## config.mk

```make
export PLATFORM = sky130hd
export DESIGN_NAME = vga_timing_gen
export DESIGN_NICKNAME = d
export VERILOG_FILES = /design/src/rtl/vga_timing_gen_pkg.sv /design/src/rtl/vga_timing_gen_axis.sv /design/src/rtl/vga_timing_gen.sv
export SDC_FILE = /design/constraint.sdc
export NUM_CORES = 1
export LEC_CHECK = 0
export BUFFER_PORTS_ARGS = -buffer_cell sky130_fd_sc_hd__buf_2
export CORE_MARGIN = 2
export CORE_UTILIZATION = 50
export DETAILED_ROUTE_END_ITERATION = 16
export PLACE_DENSITY = 0.7
export SYNTH_ARGS = -nofsm -noshare
export SYNTH_HDL_FRONTEND = slang
export SYNTH_SLANG_ARGS = --single-unit
```

## constraint.sdc

```tcl
create_clock -name px_clk -period 2.8 [get_ports px_clk]
set_input_delay 0.14 -clock px_clk [delete_from_list [all_inputs] [get_ports px_clk]]
set_output_delay 0.14 -clock px_clk [all_outputs]
set_load 0.02 [all_outputs]
```

## src/rtl/vga_timing_gen_pkg.sv

```systemverilog
// Shared raster timing constants, coordinate widths and phase encoding
// for the vga_timing_gen slice (640x480@72Hz default mode).
package vga_timing_gen_pkg;

  localparam int H_ACTIVE_DEF = 640;
  localparam int H_FP_DEF     = 24;
  localparam int H_SYNC_DEF   = 40;
  localparam int H_BP_DEF     = 128;
  localparam int H_TOTAL_DEF  = H_ACTIVE_DEF + H_FP_DEF
                              + H_SYNC_DEF + H_BP_DEF;

  localparam int V_ACTIVE_DEF = 480;
  localparam int V_FP_DEF     = 9;
  localparam int V_SYNC_DEF   = 3;
  localparam int V_BP_DEF     = 28;
  localparam int V_TOTAL_DEF  = V_ACTIVE_DEF + V_FP_DEF
                              + V_SYNC_DEF + V_BP_DEF;

  localparam int X_COORD_WIDTH = $clog2(H_TOTAL_DEF);
  localparam int Y_COORD_WIDTH = $clog2(V_TOTAL_DEF);

  localparam bit HSYNC_POL_DEF  = 1'b0;
  localparam bit VSYNC_POL_DEF  = 1'b0;
  localparam int PIPE_DELAY_DEF = 2;

  typedef enum logic [1:0] {
    PH_ACT  = 2'd0,
    PH_FP   = 2'd1,
    PH_SYNC = 2'd2,
    PH_BP   = 2'd3
  } phase_e;

  // Phase a counter value belongs to; the FSM must always agree with it.
  function automatic phase_e phase_of(input int c, input int act,
                                      input int fp, input int sync);
    if (c < act) return PH_ACT;
    if (c < act + fp) return PH_FP;
    if (c < act + fp + sync) return PH_SYNC;
    return PH_BP;
  endfunction

endpackage

```

## src/rtl/vga_timing_gen_axis.sv

```systemverilog
// One raster axis: wrapping counter plus ACT/FP/SYNC/BP phase FSM.
// Advances only when adv_i is high; wrap_o flags the last count.
module vga_axis_counter
  import vga_timing_gen_pkg::*;
#(
  parameter int W      = 10,
  parameter int ACTIVE = 640,
  parameter int FP     = 24,
  parameter int SYNC   = 40,
  parameter int BP     = 128
) (
  input  logic         clk_i,
  input  logic         rst_ni,
  input  logic         adv_i,
  output logic [W-1:0] cnt_o,
  output phase_e       phase_o,
  output logic         wrap_o
);

  localparam logic [W-1:0] ACT_END  = W'(ACTIVE - 1);
  localparam logic [W-1:0] FP_END   = W'(ACTIVE + FP - 1);
  localparam logic [W-1:0] SYNC_END = W'(ACTIVE + FP + SYNC - 1);
  localparam logic [W-1:0] LAST     = W'(ACTIVE + FP + SYNC + BP - 1);

  logic [W-1:0] cnt_q;
  logic [W-1:0] cnt_d;
  phase_e       phase_q;
  logic         last;

  assign last   = (cnt_q == LAST);
  assign cnt_d  = last ? '0 : cnt_q + 1'b1;
  assign wrap_o = adv_i & last;

  assign cnt_o   = cnt_q;
  assign phase_o = phase_q;

  // Counter and phase FSM step together on each advance.
  always_ff @(posedge clk_i) begin
    if (!rst_ni) begin
      cnt_q   <= '0;
      phase_q <= PH_ACT;
    end else if (adv_i) begin
      cnt_q <= cnt_d;
      unique case (phase_q)
        PH_ACT:  if (cnt_q == ACT_END)  phase_q <= PH_FP;
        PH_FP:   if (cnt_q == FP_END)   phase_q <= PH_SYNC;
        PH_SYNC: if (cnt_q == SYNC_END) phase_q <= PH_BP;
        PH_BP:   if (last)              phase_q <= PH_ACT;
      endcase
    end
  end

  // Phase state and counter range must never disagree.
  always_ff @(posedge clk_i) begin
    if (rst_ni) begin
      assert (phase_q == phase_of(int'(cnt_q), ACTIVE, FP, SYNC));
    end
  end

endmodule

```

## src/rtl/vga_timing_gen.sv

```systemverilog
// Raster timing generator feeding the nyancat pixel renderer.
// Optional macro VGA_TIMING_SYNC_ALIGN_EN delays the pin signals by PIPE_DELAY.
module vga_timing_gen
  import vga_timing_gen_pkg::*;
#(
  parameter int H_ACTIVE   = H_ACTIVE_DEF,
  parameter int H_FP       = H_FP_DEF,
  parameter int H_SYNC     = H_SYNC_DEF,
  parameter int H_BP       = H_BP_DEF,
  parameter int V_ACTIVE   = V_ACTIVE_DEF,
  parameter int V_FP       = V_FP_DEF,
  parameter int V_SYNC     = V_SYNC_DEF,
  parameter int V_BP       = V_BP_DEF,
  parameter bit HSYNC_POL  = HSYNC_POL_DEF,
  parameter bit VSYNC_POL  = VSYNC_POL_DEF,
  parameter int PIPE_DELAY = PIPE_DELAY_DEF
) (
  input  logic                     px_clk,
  input  logic                     reset_n,
  output logic [X_COORD_WIDTH-1:0] x_px,
  output logic [Y_COORD_WIDTH-1:0] y_px,
  output logic                     activevideo,
  output logic                     line_start,
  output logic                     frame_start,
  output logic                     hsync,
  output logic                     vsync,
  output logic                     activevideo_pin
);

  localparam int H_TOTAL = H_ACTIVE + H_FP + H_SYNC + H_BP;
  localparam int V_TOTAL = V_ACTIVE + V_FP + V_SYNC + V_BP;

  localparam logic HS_ON  = HSYNC_POL;
  localparam logic HS_OFF = ~HSYNC_POL;
  localparam logic VS_ON  = VSYNC_POL;
  localparam logic VS_OFF = ~VSYNC_POL;

  localparam logic [2:0] PIN_IDLE = {HS_OFF, VS_OFF, 1'b0};

  if (H_TOTAL > (1 << X_COORD_WIDTH) ||
      V_TOTAL > (1 << Y_COORD_WIDTH)) begin : g_bad_width
    $error("vga_timing_gen: totals exceed coordinate width");
  end

  if (H_ACTIVE < 1 || H_FP < 1 || H_SYNC < 1 || H_BP < 1 ||
      V_ACTIVE < 1 || V_FP < 1 || V_SYNC < 1 || V_BP < 1) begin : g_bad_len
    $error("vga_timing_gen: zero-length timing segment");
  end

  if (PIPE_DELAY < 0 || PIPE_DELAY > 7) begin : g_bad_dly
    $error("vga_timing_gen: PIPE_DELAY out of range 0..7");
  end

  logic [X_COORD_WIDTH-1:0] h_cnt;
  logic [Y_COORD_WIDTH-1:0] v_cnt;
  phase_e                   h_ph;
  phase_e                   v_ph;
  logic                     h_wrap;
  logic                     v_wrap_unused;

  vga_axis_counter #(
    .W      (X_COORD_WIDTH),
    .ACTIVE (H_ACTIVE),
    .FP     (H_FP),
    .SYNC   (H_SYNC),
    .BP     (H_BP)
  ) u_h (
    .clk_i   (px_clk),
    .rst_ni  (reset_n),
    .adv_i   (1'b1),
    .cnt_o   (h_cnt),
    .phase_o (h_ph),
    .wrap_o  (h_wrap)
  );

  vga_axis_counter #(
    .W      (Y_COORD_WIDTH),
    .ACTIVE (V_ACTIVE),
    .FP     (V_FP),
    .SYNC   (V_SYNC),
    .BP     (V_BP)
  ) u_v (
    .clk_i   (px_clk),
    .rst_ni  (reset_n),
    .adv_i   (h_wrap),
    .cnt_o   (v_cnt),
    .phase_o (v_ph),
    .wrap_o  (v_wrap_unused)
  );

  logic [X_COORD_WIDTH-1:0] x_q;
  logic [Y_COORD_WIDTH-1:0] y_q;
  logic                     av_q;
  logic                     ls_q;
  logic                     fs_q;
  logic                     hs_q;
  logic                     vs_q;

  // Register every output from the current counter and phase state.
  always_ff @(posedge px_clk) begin
    if (!reset_n) begin
      x_q  <= '0;
      y_q  <= '0;
      av_q <= 1'b0;
      ls_q <= 1'b0;
      fs_q <= 1'b0;
      hs_q <= HS_OFF;
      vs_q <= VS_OFF;
    end else begin
      x_q  <= h_cnt;
      y_q  <= v_cnt;
      av_q <= (h_ph == PH_ACT) && (v_ph == PH_ACT);
      ls_q <= (h_cnt == '0);
      fs_q <= (h_cnt == '0) && (v_cnt == '0);
      hs_q <= (h_ph == PH_SYNC) ? HS_ON : HS_OFF;
      vs_q <= (v_ph == PH_SYNC) ? VS_ON : VS_OFF;
    end
  end

  logic [2:0] pin_d;
  logic [2:0] pin_out;

  assign pin_d = {hs_q, vs_q, av_q};

`ifdef VGA_TIMING_SYNC_ALIGN_EN
  if (PIPE_DELAY == 0) begin : g_nodly
    assign pin_out = pin_d;
  end else begin : g_dly
    logic [2:0] dly_q [PIPE_DELAY];

    // Shift pin signals so they land with the renderer's colour output.
    always_ff @(posedge px_clk) begin
      if (!reset_n) begin
        for (int i = 0; i < PIPE_DELAY; i++) dly_q[i] <= PIN_IDLE;
      end else begin
        dly_q[0] <= pin_d;
        for (int i = 1; i < PIPE_DELAY; i++) dly_q[i] <= dly_q[i-1];
      end
    end

    assign pin_out = dly_q[PIPE_DELAY-1];
  end
`else
  assign pin_out = pin_d;
`endif

  assign x_px        = x_q;
  assign y_px        = y_q;
  assign activevideo = av_q;
  assign line_start  = ls_q;
  assign frame_start = fs_q;

  assign {hsync, vsync, activevideo_pin} = pin_out;

endmodule
```

# Word-level counts from Yosys, hierarchy flattened
# Cells that the tools add are included.
# W data, S select, Z words.
classes:
  div: 0
  n_reduce_logical: 9
  eq_ne: 22
  mul: 0
  magnitude_cmp: 0
  mux: 13
  n_bitwise: 1
  n_shift: 0
  n_addsub: 2
op_table:
  columns: ["operator", "n"]
  rows:
  - ["$eq A10 B10 Y1 const B", 5]
  - ["$eq A10 B9 Y1 const B", 3]
  - ["$add A10 B1 Y10 const B", 2]
  - ["$logic_not A10 Y1", 2]
  - ["$mux W2", 8]
  - ["$ne A2 B1 Y1 const B", 8]
  - ["$pmux W2 S4", 2]
  - ["$mux W10", 1]
  - ["$eq A2 B2 Y1 const B", 4]
  - ["$reduce_and A5 Y1", 1]
  - ["$eq A2 B1 Y1 const B", 2]
  - ["$logic_not A2 Y1", 2]
  - ["$reduce_and A4 Y1", 1]
  - ["$logic_and A1 B1 Y1", 2]
  - ["$mux W1", 2]
  - ["$reduce_or A2 Y1", 1]
  - ["$not A1 Y1", 1]
totals:
  out_inout_bits: 26
  latchBits: 0
  wordCells: 58
  mem_bits_rw: 0
  ff_bits: 49
  mem_count: 0
  mem_bits_ro: 0
  inputBits: 2

# Longest topological paths before layout
depth:
  ltp_word: 3
  ltp_mapped: 7
  mapped_depth_nobuf: 7

# By module
# From an unflattened synthesis, not the netlist that was laid out.
hier_totals:
  hier_cells: 221
  area_unflattened_um2: 2159.6
modules_own_cells:
  columns: ["module", "seq_area_each_um2", "cells_per_inst", "area_per_inst_um2", "instances"]
  rows:
  - ["vga_timing_gen", 500.5, 61, 733.2, 1]
  - ["vga_axis_counter (u_v)", 240.2, 82, 720.7, 1]
  - ["vga_axis_counter (u_h)", 240.2, 78, 705.7, 1]

# Least setup slack after synthesis
# OpenSTA, ideal clock, no wires.
synth_timing:
  path_type: "reg2reg"
  from: "register u_h.cnt_q[0] (netlist: u_h.cnt_o[0])"
  to: "register u_v.phase_q[0] (netlist: u_v.phase_o[0])"
  required_ps: 2685
  slack_ps: 1166
  t_arrival_ps: 1520
  stages_incl_launch_ff: 7
  path_buffers: 0
  synth_period_minus_slack_ps: 1634
  setup_time_ps: 115
  cell_sequence: "dfxtp_1 > ha_1 > and4_2 > and3_1 > o2111ai_1 > o31a_1 > o21a_1"
synth_via:
  elab_chain_cells: 2
synth_rtl:
  columns: ["item", "line_no", "text"]
  rows:
  - ["start, declared", "vga_timing_gen_axis.sv:25", "logic [W-1:0] cnt_q;"]
  - ["start signal, assigned", "vga_timing_gen_axis.sv:43", "cnt_q <= cnt_d;"]
  - ["$eq A10 B10 Y1", "vga_timing_gen_axis.sv:30", "assign last = (cnt_q == LAST);"]
  - ["$reduce_and A5 Y1 (no line)", null, null]
  - ["end signal, assigned", "vga_timing_gen_axis.sv:41", "phase_q <= PH_ACT;"]
  - ["end signal, assigned", "vga_timing_gen_axis.sv:45", "PH_ACT: if (cnt_q == ACT_END) phase_q <= PH_FP;"]
  - ["end signal, assigned", "vga_timing_gen_axis.sv:46", "PH_FP: if (cnt_q == FP_END) phase_q <= PH_SYNC;"]
  - ["end, declared", "vga_timing_gen_axis.sv:27", "phase_e phase_q;"]
# No other way between the ends.
# A chain may end at the register's enable or synchronous reset.

# Worst setup path after layout
layout_timing:
  from: "register u_h.cnt_q[0] (netlist: u_h.cnt_o[0])"
  to: "register u_v.cnt_q[9] (netlist: u_v.cnt_o[9])"
layout_via:
  elab_chain_cells: 1
layout_rtl:
  columns: ["item", "line_no"]
  rows:
  - ["$eq A10 B10 Y1", "vga_timing_gen_axis.sv:30"]
  - ["end signal, assigned", "vga_timing_gen_axis.sv:43"]
  - ["end, declared", "vga_timing_gen_axis.sv:25"]
# No other way between the ends.

==> impl_metrics.tcl <==
set metrics [dict create \
    cts_buffers 5 \
    drive_gt1_share_pct 16.4 \
    period_needed_ps 1940 \
    utilization_pct 57.2 \
    min_path_type "input port to register" \
    worstSkewPairLatency_ps 300 \
    ys.flop_type "dfxtp_1" \
    synth-edff-count 0 \
    cts_sinks 49 \
    cpPeakStageDelay_ps 410 \
    ioPinCount 28 \
    max_freq_ghz 0.516 \
    post_cts_buffers 0 \
    via_per_inst 5.16 \
    place_ws_ps 874 \
    synth_cell_type_count 40 \
    grt_overflow 0 \
    tightest_slew_ps 428 \
    worst_ep_required_time_ps 2990 \
    ys_seq_area_share_pct 48.0 \
    powerDensity_nw_per_um2 511 \
    routedWlPerCell_um 12.4 \
    ant_nets 0 \
    rows 23 \
    ys_warn_count 0 \
    postSynthAreaPerCell_sq_um 9.59 \
    cts_tree "built" \
    drc 0 \
    diodes 0 \
    syn_inst 213 \
    crit_start "u_h.cnt_o[0]$_SDFF_PP0_" \
    final_cell_mix "dfxtp_1 (49), nor2_1 (29), buf_2 (27)" \
    final_common_cell "dfxtp_1" \
    min_period_over_period_pct 69.2 \
    path_cells "ha_1, and4_2, nand3_2, nor4_1, xnor2_1, nor2_1" \
    outcome "finished clean" \
    critPathCaptureType "register" \
    r2r.worst_path.cells 6 \
    async_flop_share_pct 0 \
    endpoint "u_v.cnt_o[9]$_SDFFE_PN0N_" \
    htreeDepth 2 \
    cpLargestDelayFamily "simple AND/OR/NAND/NOR gates" \
    syn-cell-area_sq_um 2040 \
    critPathMaxFanout 12 \
    first_pass_iters 4 \
    setup_viol 0 \
    cts_root_buffer "clkbuf_8" \
    port_buffers 27 \
    hold_path_depth 2 \
    slew_headroom_pct 71.5 \
    maxCapViolations 0 \
    grt_max_degree 28 \
    fin_ws_ps 861 \
    rsz0062_at_grt "no" \
    coreArea_sq_um 3970 \
    rr_endpoint "u_v.cnt_o[9]$_SDFFE_PN0N_" \
    power.leakage_nw 0.972 \
    ys_ff_latch 49 \
    dieArea_sq_um 4610 \
    dieWidth_um 67.9 \
    tns_ps 0 \
    finClkSkew_ps 5.23 \
    critPathBufInv 0 \
    antenna_found_initial 0 \
    initial_utilization_pct 51.4 \
    ctsResizeCount 0 \
    ir_drop_uv 228 \
    gp_congestion 0.827 \
    path_depth 6 \
    post-dp-hpwl_um 2470 \
    max-clock-path-buffers 2 \
    grt.total_usage_pct 16.9 \
    r2r-start "u_h.cnt_o[0]$_SDFF_PP0_" \
    hold_viol_final 0 \
    drt-total-wl_um 3580 \
    cp.arrival_ps 2130 \
    grt_pass1_vias 1306 \
    drt_iter0_drc 60 \
    fin_cells 288 \
    start_kind "register" \
    clk_pin_slew_worst_paths_ps 80 \
    synth_nets 227 \
    ff2ff_setup_slack_ps 860 \
    dieHeight_um 67.9 \
    crit_type "register to register" \
    slew_viol_final 0 \
    slowest_stage "dfxtp_1" \
    cts-hold-fix-buffers 0 \
    area_growth_pct 11.2 \
    num_vias 1487 \
    place_inst 281 \
    fin_nets 252 \
    grt_pass1_wl_um 5850 \
]
==> cell usage after synthesis (2+ instances only) <==
library cell	n	area share [%]
buf_6	2	1.1
buf_2	2	0.49
xnor2_1	9	3.9
dfxtp_1	49	48
o21a_1	2	0.74
inv_1	11	2.0
a21oi_1	6	1.5
nor3_1	4	0.98
xor2_1	7	3.0
and3_1	8	2.5
nand2_1	17	3.1
clkbuf_1	4	0.74
nor2_1	29	5.3
and4_1	3	1.3
and2_1	16	4.9
nor4_1	3	0.92
nand3_1	4	0.98
nand4_1	4	1.2
ha_1	12	7.4
==> routing by layer <==
layer / up-vias / part of all wire, % / track usage [%] / wire [um]
met5: - / 0 / 0 / 0
met3: 6 / 3.7 / 3.95 / 132
met4: 0 / 1.5 / 6.75 / 53
met1: 704 / 54 / 23.4 / 1920
met2: 24 / 41 / 25.5 / 1470
li1: 753 / - / - / -
==> worst register-to-register path: stages, from the launching register on <==
cell and delay (ps):
dfxtp_1 410, ha_1 240, and4_2 300, nand3_2 270
nor4_1 400, xnor2_1 160, nor2_1 50
==> area by class of cell <==
class	count	area, sq um
Timing Repair Buffer	27	135
Inverter	12	45.0
Sequential cell	49	981
Fill cell	362	1700
Clock buffer	7	86.3
Tap cell	50	62.6
Multi-Input combinational cell	143	961
==> worst min path at each step <==
stage | slack [ps] | end | startpoint
2_1_floorplan | 440 | u_h.cnt_o[0]$_SDFF_PP0_ | u_h.cnt_o[0]$_SDFF_PP0_
3_3_place_gp | 450 | u_h.cnt_o[0]$_SDFF_PP0_ | u_h.cnt_o[0]$_SDFF_PP0_
3_5_place_dp | 490 | u_h.cnt_o[0]$_SDFF_PP0_ | u_h.cnt_o[0]$_SDFF_PP0_
4_1_cts | 230 | vsync$_SDFF_PN1_ | reset_n
5_1_grt | 250 | vsync$_SDFF_PN1_ | reset_n
6_report | 230 | vsync$_SDFF_PN1_ | reset_n
==> kinds of logic (layout without fill, tap and decap cells) <==
family	count (synthesis)	after routing	synth area share, %
simple gates	98	98	26.3
flops	49	49	48.0
buf+inv	21	46	4.90
compound gates	16	16	6.07
xor+xnor	16	16	6.86
fa+ha+maj	12	12	7.35
mux	1	1	0.490
==> flip-flops by register name (all words and copies together) (netlist names) <==
register and count:
u_h.cnt_o 10, u_v.cnt_o 10, x_px 10, y_px 10, u_h.phase_o 2, u_v.phase_o 2, activevideo 1, frame_start 1
hsync 1, line_start 1, vsync 1
==> power by group <==
group	total (mW)	switching (mW)	internal, mW	leakage, nW
sequential	0.712	0.00594	0.706	0.397
combinational	0.0415	0.0287	0.0128	0.531
clock	0.407	0.211	0.196	0.0443
total	1.16	0.245	0.915	0.972
==> per-stage QoR <==
step	power (mW)	cell area, sq um	hold slack, ps
2_1_floorplan	0.757	2040	438
3_3_place_gp	0.769	2180	455
3_5_place_dp	0.770	2180	486
4_1_cts	1.17	2270	227
5_1_grt	1.20	2270	248
6_report	1.16	2270	228
Note: power is estimated with default switching activity, not from simulation.
